`src/rtl/alexnet_pkg.sv`:
```
// Shared definitions for the AlexNet activation datapath.
//   DATA_W          : activation width (signed two's complement)
//   CONV*_FMAP      : square feature-map edge length per conv layer
//   act_t           : one activation word
//   row_cls_t       : role of an input row inside a 3-row pooling window
//   max_s()         : signed maximum of two activations, shared by all pooling stages
package alexnet_pkg;

   localparam int DATA_W     = 23;
   localparam int CONV1_FMAP = 55;
   localparam int CONV2_FMAP = 27;
   localparam int CONV5_FMAP = 13;

   typedef logic signed [DATA_W-1:0] act_t;

   // ROW_FIRST : row 0, seeds the running column maxima
   // ROW_ODD   : middle row of a window, folds into the running maxima
   // ROW_EVEN  : row >= 2, closes a window and seeds the next one
   typedef enum logic [1:0] {
      ROW_FIRST = 2'd0,
      ROW_ODD   = 2'd1,
      ROW_EVEN  = 2'd2
   } row_cls_t;

   // Signed maximum; on a tie either operand carries the same value.
   function automatic act_t max_s(input act_t a, input act_t b);
      act_t m;
      if (a > b) begin
         m = a;
      end else begin
         m = b;
      end
      return m;
   endfunction

endpackage

```
`src/rtl/max_pool_3s2_if.sv`:
```
// Activation stream between the ReLU stage and the 3x3/stride-2 pooling stage.
//   en    : input pixel valid (ReLU write)
//   in    : input activation (ReLU out)
//   out   : pooled activation
//   write : out valid, one-cycle pulse per pooled result
//   done  : one-cycle pulse marking the end of an input frame
// master drives the pixel stream and observes results; slave is the pooling stage.
interface max_pool_3s2_if #(
   parameter int DATA_W = alexnet_pkg::DATA_W
) ();

   logic              en;
   logic [DATA_W-1:0] in;
   logic [DATA_W-1:0] out;
   logic              write;
   logic              done;

   modport master (
      output en,
      output in,
      input  out,
      input  write,
      input  done
   );

   modport slave (
      input  en,
      input  in,
      output out,
      output write,
      output done
   );

endinterface

```
`src/rtl/pool_row_buf.sv`:
```
// Running row-max buffer: one entry per output column.
//   clk   : clock, write on rising edge
//   we    : write enable
//   idx   : output column index, shared by read and write
//   wdata : value written at idx when we is high
//   rdata : combinational read of entry idx
// Entries carry no reset: every entry is written on row 0 of a frame before it is read.
module pool_row_buf
   import alexnet_pkg::*;
#(
   parameter int DEPTH = 27,
   parameter int WIDTH = DATA_W,
   parameter int IDX_W = 5
) (
   input  logic             clk,
   input  logic             we,
   input  logic [IDX_W-1:0] idx,
   input  logic [WIDTH-1:0] wdata,
   output logic [WIDTH-1:0] rdata
);

   logic [WIDTH-1:0] mem [DEPTH];

   assign rdata = mem[idx];

   // Synchronous write port.
   always_ff @(posedge clk) begin
      if (we) begin
         mem[idx] <= wdata;
      end
   end

endmodule

```
`src/rtl/max_pool_3s2.sv`:
```
// Streaming 3x3, stride-2 max pooling over a raster-ordered activation stream.
//   clk        : clock
//   rst        : synchronous active-high reset
//   bus.en     : input pixel valid
//   bus.in     : input activation
//   bus.out    : pooled activation (registered)
//   bus.write  : bus.out valid, one-cycle pulse
//   bus.done   : end-of-frame pulse, two cycles after the last pixel is accepted
// Pipeline: the accepting cycle registers the horizontal 3-max, output column and row
// class; the next cycle does the row-buffer read-modify-write and registers the result.
module max_pool_3s2
   import alexnet_pkg::*;
#(
   parameter int DATA_W = alexnet_pkg::DATA_W,
   parameter int IN_W   = alexnet_pkg::CONV1_FMAP,
   parameter int IN_H   = alexnet_pkg::CONV1_FMAP
) (
   input  logic           clk,
   input  logic           rst,
   max_pool_3s2_if.slave  bus
);

   localparam int OUT_W = (IN_W - 3) / 2 + 1;
   localparam int COL_W = (IN_W > 1)  ? $clog2(IN_W)  : 1;
   localparam int ROW_W = (IN_H > 1)  ? $clog2(IN_H)  : 1;
   localparam int OC_W  = (OUT_W > 1) ? $clog2(OUT_W) : 1;

   localparam logic [COL_W-1:0] COL_LAST = COL_W'(IN_W - 1);
   localparam logic [ROW_W-1:0] ROW_LAST = ROW_W'(IN_H - 1);

   typedef logic signed [DATA_W-1:0] word_t;

   // Position of the next accepted pixel.
   logic [COL_W-1:0] col_r;
   logic [ROW_W-1:0] row_r;

   // Previous two accepted pixels: p1 is column col-1, p2 is column col-2.
   word_t p1_r;
   word_t p2_r;

   // Decode of the pixel currently on the bus.
   logic             close_s;
   logic [OC_W-1:0]  oc_s;
   row_cls_t         cls_s;
   logic             last_s;
   word_t            hmax_s;

   // Stage-1 registers.
   logic             s1_valid_r;
   logic             s1_close_r;
   logic             s1_last_r;
   logic [OC_W-1:0]  s1_oc_r;
   row_cls_t         s1_cls_r;
   word_t            s1_hmax_r;

   // Row-buffer access and vertical combine.
   logic             vb_we_s;
   word_t            vb_wdata_s;
   logic [DATA_W-1:0] vb_rd_s;
   word_t            vmax_s;
   logic             emit_s;

   // Output registers.
   logic [DATA_W-1:0] out_r;
   logic              write_r;
   logic              done_r;

   // Window-close detection, output column, row class and horizontal 3-max.
   always_comb begin
      close_s = 1'b0;
      cls_s   = ROW_FIRST;
      last_s  = 1'b0;
      hmax_s  = max_s(max_s(p2_r, p1_r), bus.in);
      // Wraps for col < 2, but close_s is low there so the index is never used.
      oc_s    = OC_W'((col_r - COL_W'(2)) >> 1);

      if ((col_r >= COL_W'(2)) && (col_r[0] == 1'b0)) begin
         close_s = 1'b1;
      end else begin
         close_s = 1'b0;
      end

      if (row_r == ROW_W'(0)) begin
         cls_s = ROW_FIRST;
      end else if (row_r[0] == 1'b1) begin
         cls_s = ROW_ODD;
      end else begin
         cls_s = ROW_EVEN;
      end

      if ((col_r == COL_LAST) && (row_r == ROW_LAST)) begin
         last_s = 1'b1;
      end else begin
         last_s = 1'b0;
      end
   end

   // Raster counters; both wrap after the last pixel so the next frame follows directly.
   always_ff @(posedge clk) begin
      if (rst) begin
         col_r <= {COL_W{1'b0}};
         row_r <= {ROW_W{1'b0}};
      end else if (bus.en) begin
         if (col_r == COL_LAST) begin
            col_r <= {COL_W{1'b0}};
            if (row_r == ROW_LAST) begin
               row_r <= {ROW_W{1'b0}};
            end else begin
               row_r <= row_r + ROW_W'(1);
            end
         end else begin
            col_r <= col_r + COL_W'(1);
         end
      end
   end

   // Horizontal history; a window only closes at col >= 2, so stale values from
   // the previous row are never consumed.
   always_ff @(posedge clk) begin
      if (bus.en) begin
         p2_r <= p1_r;
         p1_r <= bus.in;
      end
   end

   // Stage-1 valid bit.
   always_ff @(posedge clk) begin
      if (rst) begin
         s1_valid_r <= 1'b0;
      end else begin
         s1_valid_r <= bus.en;
      end
   end

   // Stage-1 payload, only meaningful while s1_valid_r is high.
   always_ff @(posedge clk) begin
      if (bus.en) begin
         s1_close_r <= close_s;
         s1_last_r  <= last_s;
         s1_oc_r    <= oc_s;
         s1_cls_r   <= cls_s;
         s1_hmax_r  <= hmax_s;
      end
   end

   pool_row_buf #(
      .DEPTH (OUT_W),
      .WIDTH (DATA_W),
      .IDX_W (OC_W)
   ) u_vbuf (
      .clk   (clk),
      .we    (vb_we_s),
      .idx   (s1_oc_r),
      .wdata (vb_wdata_s),
      .rdata (vb_rd_s)
   );

   // Vertical combine: seed, fold or emit depending on the row role.
   always_comb begin
      vb_we_s    = 1'b0;
      vb_wdata_s = s1_hmax_r;
      vmax_s     = max_s(vb_rd_s, s1_hmax_r);
      emit_s     = 1'b0;
      if (s1_valid_r && s1_close_r) begin
         case (s1_cls_r)
            ROW_FIRST: begin
               vb_we_s    = 1'b1;
               vb_wdata_s = s1_hmax_r;
            end
            ROW_ODD: begin
               vb_we_s    = 1'b1;
               vb_wdata_s = vmax_s;
            end
            ROW_EVEN: begin
               // The closing row is also the top row of the next window.
               vb_we_s    = 1'b1;
               vb_wdata_s = s1_hmax_r;
               emit_s     = 1'b1;
            end
            default: begin
               vb_we_s    = 1'b0;
               vb_wdata_s = s1_hmax_r;
               emit_s     = 1'b0;
            end
         endcase
      end else begin
         vb_we_s = 1'b0;
         emit_s  = 1'b0;
      end
   end

   // Registered outputs; out holds its last result between pulses.
   always_ff @(posedge clk) begin
      if (rst) begin
         out_r   <= {DATA_W{1'b0}};
         write_r <= 1'b0;
         done_r  <= 1'b0;
      end else begin
         write_r <= emit_s;
         done_r  <= s1_valid_r && s1_last_r;
         if (emit_s) begin
            out_r <= vmax_s;
         end
      end
   end

   assign bus.out   = out_r;
   assign bus.write = write_r;
   assign bus.done  = done_r;

endmodule

```
`src/flat_wrapper.sv`:
```
// flat-port wrapper written by rule: the top's interface ports become plain ports
module max_pool_3s2_flat import alexnet_pkg::*;
#(
   parameter int DATA_W = alexnet_pkg::DATA_W,
   parameter int IN_W   = alexnet_pkg::CONV1_FMAP,
   parameter int IN_H   = alexnet_pkg::CONV1_FMAP
)
  (clk, rst, bus_en, bus_in, bus_out, bus_write, bus_done);
  max_pool_3s2_if #(.DATA_W(DATA_W)) bus_i ();
  input  logic clk;
  input  logic rst;
  input wire logic [$bits(bus_i.en)-1:0] bus_en;
  input wire logic [$bits(bus_i.in)-1:0] bus_in;
  output wire logic [$bits(bus_i.out)-1:0] bus_out;
  output wire logic [$bits(bus_i.write)-1:0] bus_write;
  output wire logic [$bits(bus_i.done)-1:0] bus_done;
  assign bus_i.en = bus_en;
  assign bus_i.in = bus_in;
  assign bus_out = bus_i.out;
  assign bus_write = bus_i.write;
  assign bus_done = bus_i.done;
  max_pool_3s2 #(.DATA_W(DATA_W), .IN_W(IN_W), .IN_H(IN_H)) u_core (.clk(clk), .rst(rst), .bus(bus_i));
endmodule
```
`config.mk`:
```
export PLATFORM = sky130hd
export DESIGN_NAME = max_pool_3s2_flat
export DESIGN_NICKNAME = d
export VERILOG_FILES = /design/src/rtl/alexnet_pkg.sv /design/src/rtl/max_pool_3s2_if.sv /design/src/rtl/pool_row_buf.sv /design/src/rtl/max_pool_3s2.sv /design/src/flat_wrapper.sv
export SDC_FILE = /design/constraint.sdc
export NUM_CORES = 1
export LEC_CHECK = 0
export BUFFER_PORTS_ARGS = -buffer_cell sky130_fd_sc_hd__buf_2
export CAP_MARGIN = 20
export CORE_MARGIN = 2
export CORE_UTILIZATION = 52
export DETAILED_ROUTE_END_ITERATION = 10
export GPL_TIMING_DRIVEN = 0
export PLACE_DENSITY = 0.78
export SETUP_SLACK_MARGIN = 0.3
export SYNTH_ARGS = -nofsm -noshare
export SYNTH_HDL_FRONTEND = slang
export SYNTH_SLANG_ARGS = --single-unit
```
`constraint.sdc`:
```
create_clock -name clk -period 5.2 [get_ports clk]
set_input_delay 0.26 -clock clk [delete_from_list [all_inputs] [get_ports clk]]
set_output_delay 0.26 -clock clk [all_outputs]
set_load 0.005 [all_outputs]
```
==> results by group, run 1 <==
Logic synthesis
  • Mux share of post-synthesis cell area: 13.00%
  • Synth Area in Adders: about 3%
  • Synth Register Bits: 742
  • Mapped Area: 31650 um^2
  • Simple-gate share of the synthesized area: under 10%
  • Syn avg cell area: 16.76 um^2
  • Ys flop type: edfxtp_1
  • Syn Inst Count: 1888
  • Ys Warns: 0
  • Post-synth EDFFs: approximately 700
  • Yosys cell types: 58
  • Post-synthesis compound-gate area fraction: 6.998%
  • Post-Synth XOR/XNOR Area: 0.3321%
  • Syn_nets: between 1500 and 2000
  • Async set-or-reset flop fraction in the synthesized netlist: 0%
  • Largest family of logic cells by synthesized area: multiplexers
  • Seq/Total Area, Yosys: 69.05%

CTS
  • Clock root buffer: clkbuf_16
  • Clock transition at the registers of the reported paths: 0.06 ns
  • Number of H-tree levels: 3
  • CTS tree: built
  • Worst-Skew Late Latency: between 0.6 and 0.7 ns
  • Clock Path Buffers: 3
  • Num Clock Sinks: 742
  • Clock buffer count from CTS: 74

Power and ir drop
  • Leakage power: between 10 and 15 nW
  • Internal power: around 11 mW
  • PD cells: approximately 410 nW/um^2
  • Clk pwr share: about 34%
  • Switching power: ~4.3 mW
  • VDD IR-drop max: approximately 0.33 mV
  • Sequential share of power: between 40% and 50%
  • Sw frac: 27.80%
  • Comb pwr share: roughly 20%

Routing
  • Drt total wl: ~85000 um
  • DRT iter0 DRCs: ~2700
  • WL/cell: ~29 um
  • Vias: just under 20000
  • Detail Route Antenna Nets: 0
  • DRC Markers: 0
  • Vias/cell: between 6 and 7
  • DRT Pass-1 Iters: 5

Timing
  • Worst slew pin tran: just over 1 ns
  • RSZ-0062 raised after global routing: yes
  • Tmin final: roughly 5 ns
  • Setup_tns: 0 ns
  • Final Hold Vio Count: 0
  • Clock skew: approximately 0.036 ns
  • Worst slew margin: roughly a third
  • WHS: between 0.09 and 0.1 ns
  • Pins Over Slew Limit: 0
  • Final setup vio count: 0
  • Final period utilization: between 90% and 100%
  • Highest Clock Rate: approximately 0.2 GHz

Final layout
  • Fraction of layout cells with a size suffix above 1: around 28%
  • Core Util, Final: 62.60%
  • Fill count: slightly below 4000
  • Layout Nets: 2230
  • Area growth syn-to-layout: 19.18%
  • Area of the multi-input gates: approximately 9600 um^2
  • Number of diodes: 0
  • Final Non-Filler Cells: 2969
  • Reg area: between 20000 and 25000 um^2

Outcome
  • Outcome: finished clean

Run
  • Max Cap Viol: 0

Floorplan
  • Die ar.: approximately 63000 um^2
  • Total core area: ~60000 um^2
  • Die W: 250.7 um
  • Placement Rows: 90
  • Ports: between 50 and 60
  • Initial Util: about 53%
  • Height of the die: 250.7 um

Global routing
  • Vias in the first global route: roughly 20000
  • Antenna violations before repair: 0
  • Largest net degree at the start of global routing: 52
  • GRT Util Overall: about a quarter
  • Grt total ovfl: 0
  • First-pass GRT wire length: 122900 um

Setup path
  • CP Launch Type: register
  • Delay-heaviest family, CP: buffers and inverters
  • CP arrival: between 5 and 6 ns
  • Most frequent CP cell: buf_4
  • CP Class: reg2reg
  • Max FO, Critical Path: 10
  • Worst path slowest cell: dfxtp_4
  • Required @ worst endpoint: around 5.7 ns
  • CP bufs+invs: 10
  • Crit end category: register
  • Worst path cell trace: buf_6, buf_8, buf_4, buf_4, clkbuf_4, a211oi_1, o221ai_1, nand2_2, inv_1, ha_1, a21oi_1, nand2_1, a221oi_2, nor2_1, or3_4, a21oi_4, buf_12, bufbuf_16, mux2i_4, buf_12, buf_4
  • Max incr delay on CP: 0.37 ns

Placement
  • Detailed placement HPWL: 50800 um
  • Placed cell count: ~2800
  • GP Congestion: slightly below 0.9
  • IO buf count: 50

Worst hold path
  • Hold Crit Class: in2reg
flip-flops by register name, indices dropped and copies added (netlist names), named ones only:
register	cells
u_core.s1_close_r	1
u_core.s1_oc_r	5
u_core.bus.out	23
u_core.col_r	6
u_core.s1_last_r	1
u_core.bus.write	1
u_core.s1_hmax_r	23
u_core.p2_r	23
u_core.p1_r	23
u_core.u_vbuf.mem	621
u_core.s1_valid_r	1
u_core.bus.done	1
u_core.s1_cls_r	2
u_core.row_r	6
cells in the final DEF (no fill, tap or decap), types with 25 or more instances in the layout:
cell type	instances
clkbuf_16	78
buf_4	55
o31ai_1	34
clkbuf_1	45
buf_2	59
nand2_1	52
mux4_2	138
dfxtp_1	42
nand3_1	36
a21oi_1	33
nor2_1	71
mux2i_1	59
ha_1	76
buf_6	25
o21ai_0	31
edfxtp_1	699
nor2b_1	27
inv_1	127
worst paths after layout:
kind / startpoint / end / slack [ns] / cells past startpoint
setup reg to reg: register / u_core.u_vbuf.mem[14][7] / 0.32 / 21
setup / recovery: register / u_core.u_vbuf.mem[14][7] / 0.32 / 21
hold reg to reg: u_core.p1_r[14] / u_core.p2_r[14] / 0.49 / 0
hold / removal: bus_en / u_core.p1_r[6] / 0.1 / 1
cell type report:
type                            instances  share of cell area [%]
Buffer                                110                   2.236
Clock buffer                           92                   5.228
Clock inverter                         43                  0.9156
Inverter                              128                   1.274
Multi-Input combinational cell        908                   25.49
Sequential cell                       742                   57.95
Tap cell                              782                   2.594
Timing Repair Buffer                  164                   4.313
power groups by stage:
stage               combinational, mW  sequential [mW]  clock (mW)
floorplan                        1.53             7.22           0
global placement                 2.19             7.27           0
detailed placement               2.48             7.23           0
CTS                              2.81             7.11        5.19
global route                     3.26             7.12        5.44
finish                           3.09             7.11        5.21
layer usage:
| metal | global-route usage (%) | routed length [um] | up-vias |
|---|---|---|---|
| met5 | 0 | 0 | - |
| met4 | 12.75 | 3706 | 0 |
| met3 | 4.271 | 8167 | 211 |
| met2 | 43.97 | 42200 | 1372 |
| met1 | 34.80 | 30880 | 9924 |
| li1 | - | - | 8043 |
stage by stage:
step	power, mW	cell area (um^2)	worst slack, ns
after global routing	15.82	37720	0.2221
after global placement	9.463	32870	-1.723
after detailed placement	9.718	33620	-0.8009
final	15.42	37720	0.3203
after CTS	15.11	37040	0.3234
after floorplan	8.749	31650	0.5330
synthesized netlist by cell type, types with 4 or more instances:
master | instances | area (um^2)
a211oi_1 | 27 | 202.7
a21o_1 | 24 | 180.2
a21oi_1 | 33 | 165.2
a221oi_1 | 16 | 140.1
a221oi_2 | 6 | 90.09
a22oi_1 | 24 | 180.2
a311oi_1 | 24 | 210.2
and2_1 | 4 | 25.02
buf_1 | 6 | 22.52
buf_2 | 26 | 130.1
buf_4 | 17 | 127.6
buf_6 | 7 | 78.83
clkbuf_1 | 53 | 198.9
dfxtp_1 | 43 | 860.8
edfxtp_1 | 699 | 20990
ha_1 | 76 | 950.9
inv_1 | 127 | 476.7
mux2i_1 | 97 | 970.9
mux4_2 | 138 | 3108
nand2_1 | 69 | 259.0
nand3_1 | 36 | 180.2
nand3b_1 | 6 | 45.04
nand4_1 | 18 | 112.6
nor2_1 | 100 | 375.4
nor2b_1 | 27 | 168.9
nor3_1 | 4 | 20.02
nor4_1 | 6 | 37.54
o2111ai_1 | 22 | 192.7
o211ai_1 | 4 | 30.03
o21ai_0 | 36 | 180.2
o221ai_1 | 23 | 201.4
o31ai_1 | 42 | 315.3
or3_1 | 4 | 25.02
xnor2_1 | 5 | 43.79
xor2_1 | 7 | 61.31
cell families (layout without fill, tap and decap cells):
logic type / after synthesis / after routing
flops: 742 / 742
compound gates: 295 / 295
simple gates: 287 / 287
mux: 238 / 238
buf+inv: 238 / 537
fa+ha+maj: 76 / 76
xor+xnor: 12 / 12
timing repair:
action,CTS,global route
cloned,1,3
buffers inserted,34,21
hold buffers,24,0
pin swaps,11,17
setup endpoints to repair,667,664
resized for setup,118,112
hold endpoints to repair,44,0
(Power assumes the default switching activity.)
==> run 2: changes to the inputs <==
- BUFFER_PORTS_ARGS: -buffer_cell sky130_fd_sc_hd__buf_2 -> -buffer_cell sky130_fd_sc_hd__buf_4
==> run 2 against run 1 <==
  * Clock-buffer cell count is 1 higher
  * Setup slack worse by 0.11 ns
  * Worst hold slack worse by 0.086 ns
  * Sequential share of layout area is 0.75 points lower
  * Die area stayed put
  * Final cell count is 0.17% higher
  * Maximum frequency is 2.2% lower
  * First-iteration DRC count is 1.1% higher
  * Power is 1.2% higher
  * Non-clock buffer count is 15 higher
  * Utilization is 0.81 points higher
  * Largest cell class unchanged
  * Highest routed layer unchanged
==> results by group, run 2 (same netlist as run 1, synthesis figures left out) <==
Outcome
  • Outcome: finished clean

Routing
  • Vias/cell: 6.645 (+0.92%)
  • Drt total wl: 88520 um (+4.2%)
  • WL/cell: 29.76 um (+4.0%)
  • DRT Pass-1 Iters: 6 (+1)
  • DRT iter0 DRCs: 2734 (+1.1%)
  • Detail Route Antenna Nets: 0 (unchanged)
  • Vias: 19760 (+1.1%)
  • DRC Markers: 0 (unchanged)

Power and ir drop
  • Sequential share of power: 45.6% (-0.5 points)
  • Switching power: 4.332 mW (+1.1%)
  • Clk pwr share: 33.2% (-0.6 points)
  • Leakage power: 13.40 nW (+1.2%)
  • PD cells: 408.4 nW/um^2 (-0.12%)
  • Comb pwr share: 21.2% (+1.1 points)
  • Sw frac: 27.77% (-0.031 points)
  • Internal power: 11.27 mW (+1.2%)
  • VDD IR-drop max: 0.3616 mV (+11%)
  • Total power: 15.60 mW (+1.2%)

Final layout
  • Commonest cells after routing, fill and taps aside: edfxtp_1 (699), mux4_2 (138), inv_1 (127)
  • Commonest non-fill, non-tap cell in the layout: edfxtp_1
  • Area growth syn-to-layout: 20.73%
  • Layout Nets: 2244 (+0.63%)
  • Fraction of layout cells with a size suffix above 1: 29.29% (+1.5 points)
  • Max reg flops: 621 (unchanged)
  • Most flops, register: u_core.u_vbuf.mem
  • Number of diodes: 0 (unchanged)
  • Fill count: 3779 (-4.4%)

Timing
  • Worst slew margin: 31.00% (-1.2 points)
  • RSZ-0062 raised after global routing: yes
  • Final Hold Vio Count: 0 (unchanged)
  • Final setup vio count: 0 (unchanged)
  • WHS: 0.009841 ns (-0.08633 ns)
  • Highest Clock Rate: 0.2004 GHz (-2.2%)
  • Clock skew: 0.03963 ns (+0.004108 ns)
  • Tmin final: 4.989 ns (+0.1093 ns)
  • Pins Over Slew Limit: 0 (unchanged)
  • Setup_tns: 0 ns (unchanged)
  • Final period utilization: 95.94% (+2.1 points)
  • Worst slew pin tran: 1.035 ns (+0.01997 ns)

CTS
  • Number of H-tree levels: 3 (unchanged)
  • CTS tree: built
  • Clock buffer count from CTS: 73 (-1.4%)
  • Clock Path Buffers: 3 (unchanged)
  • Clock root buffer: clkbuf_16
  • Clock transition at the registers of the reported paths: 0.06 ns (about the same)
  • Worst-Skew Late Latency: 0.63 ns (-0.02 ns)
  • Num Clock Sinks: 742 (unchanged)

Floorplan
  • Total core area: 60250 um^2 (unchanged)
  • Die W: 250.7 um (unchanged)
  • Die ar.: 62850 um^2 (unchanged)
  • Ports: 51 (unchanged)
  • Initial Util: 52.53% (unchanged)
  • Placement Rows: 90 (unchanged)
  • Height of the die: 250.7 um (unchanged)

Setup path
  • Required @ worst endpoint: 5.66 ns (-0.02 ns)
  • CP Class: reg2reg
  • Crit end category: register
  • Max FO, Critical Path: 10 (unchanged)
  • CP arrival: 5.45 ns (+0.09 ns)
  • CP Launch Type: register

Placement
  • IO buf count: 50 (unchanged)
  • GP Congestion: 0.8902 (+3.0%)
  • Detailed placement HPWL: 50760 um (about the same)

Global routing
  • Vias in the first global route: 19740 (+1.1%)
  • Grt total ovfl: 0 (unchanged)
  • Largest net degree at the start of global routing: 82 (+58%)
  • First-pass GRT wire length: 124600 um (+1.3%)
  • GRT Util Overall: 26.99% (+0.36 points)
  • Antenna violations before repair: 0 (unchanged)

Run
  • Max Cap Viol: 0 (unchanged)

Worst hold path
  • Hold Crit Class: in2reg
-- run 2: cell count changes in the layout (fill, tap and decap cells not counted), sizes merged --
cell	delta
clkbuf	+7
bufinv	+2
dlygate4sd3	-1
clkinvlp	-3
inv	-3
clkinv	-7
buf	+9
clkdlybuf4s15	+1
-- run 2: power groups by stage --
stage / sequential, mW / combinational (mW) / clock [mW]
after floorplan: 7.22 / 1.53 / 0
after global placement: 7.27 / 2.20 / 0
after detailed placement: 7.23 / 2.49 / 0
after CTS: 7.10 / 2.83 / 5.13
after global routing: 7.12 / 3.47 / 5.39
final: 7.11 / 3.31 / 5.18
-- run 2: through the flow --
stage	cells	utilization (%)	setup WS (ns)	area [um^2]
finish	2974	63.41	0.2110	38200
global route	2974	63.41	0.1155	38200
CTS	2935	61.63	0.3069	37130
detailed placement	2750	55.98	-0.7909	33720
global placement	2720	54.77	-1.674	33000
floorplan	1888	-	0.5330	31650
-- run 2: cell type report --
type                            instances  area, um^2  area share, %
Buffer                                110       883.3          2.312
Clock buffer                           93        1942          5.083
Clock inverter                         32       321.6         0.8417
Inverter                              128       484.2          1.267
Multi-Input combinational cell        908        9789          25.62
Sequential cell                       742       21850          57.20
Tap cell                              782       978.4          2.561
Timing Repair Buffer                  179        1953          5.112
-- run 2: worst max-delay path, cell delays in order (launching register included) --
cell and delay, ns:
dfxtp_1 0.29, clkbuf_4 0.22, buf_4 0.25, clkbuf_4 0.28
clkbuf_2 0.29, a211oi_2 0.38, o221ai_2 0.20, nand2_2 0.21
inv_1 0.07, ha_1 0.33, nand4_1 0.16, inv_1 0.07
a221oi_2 0.34, nor2_1 0.11, or3_4 0.37, a21oi_4 0.22
buf_12 0.14, bufbuf_16 0.29, mux2i_4 0.27, buf_12 0.17
buf_8 0.14
-- run 2: timing repair --
item | CTS | global route
cloned | 2 | 7
endpoints found under the hold margin | 40 | 0
pin swaps | 9 | 23
hold buffers | 23 | 0
setup endpoints to repair | 667 | 666
buffers inserted | 35 | 32
gates resized for setup | 119 | 154
-- run 2: final timing paths --
kind	from	end	slack [ns]	depth (start not counted)
setup reg to reg	register	u_core.u_vbuf.mem[1][16]	0.21	20
hold reg to reg	u_core.p1_r[0]	u_core.p2_r[0]	0.50	0
setup / recovery	register	u_core.u_vbuf.mem[1][16]	0.21	20
hold / removal	rst	u_core.col_r[2]	0.01	3
-- run 2: metal layers --
metal  part of all wire, %  GRT usage (%)  vias up
met5                     0              0        -
li1                      -              -     8044
met3                   9.8          4.936      276
met4                   5.3          14.53        0
met2                    49          44.00     1497
met1                    36          34.69     9946
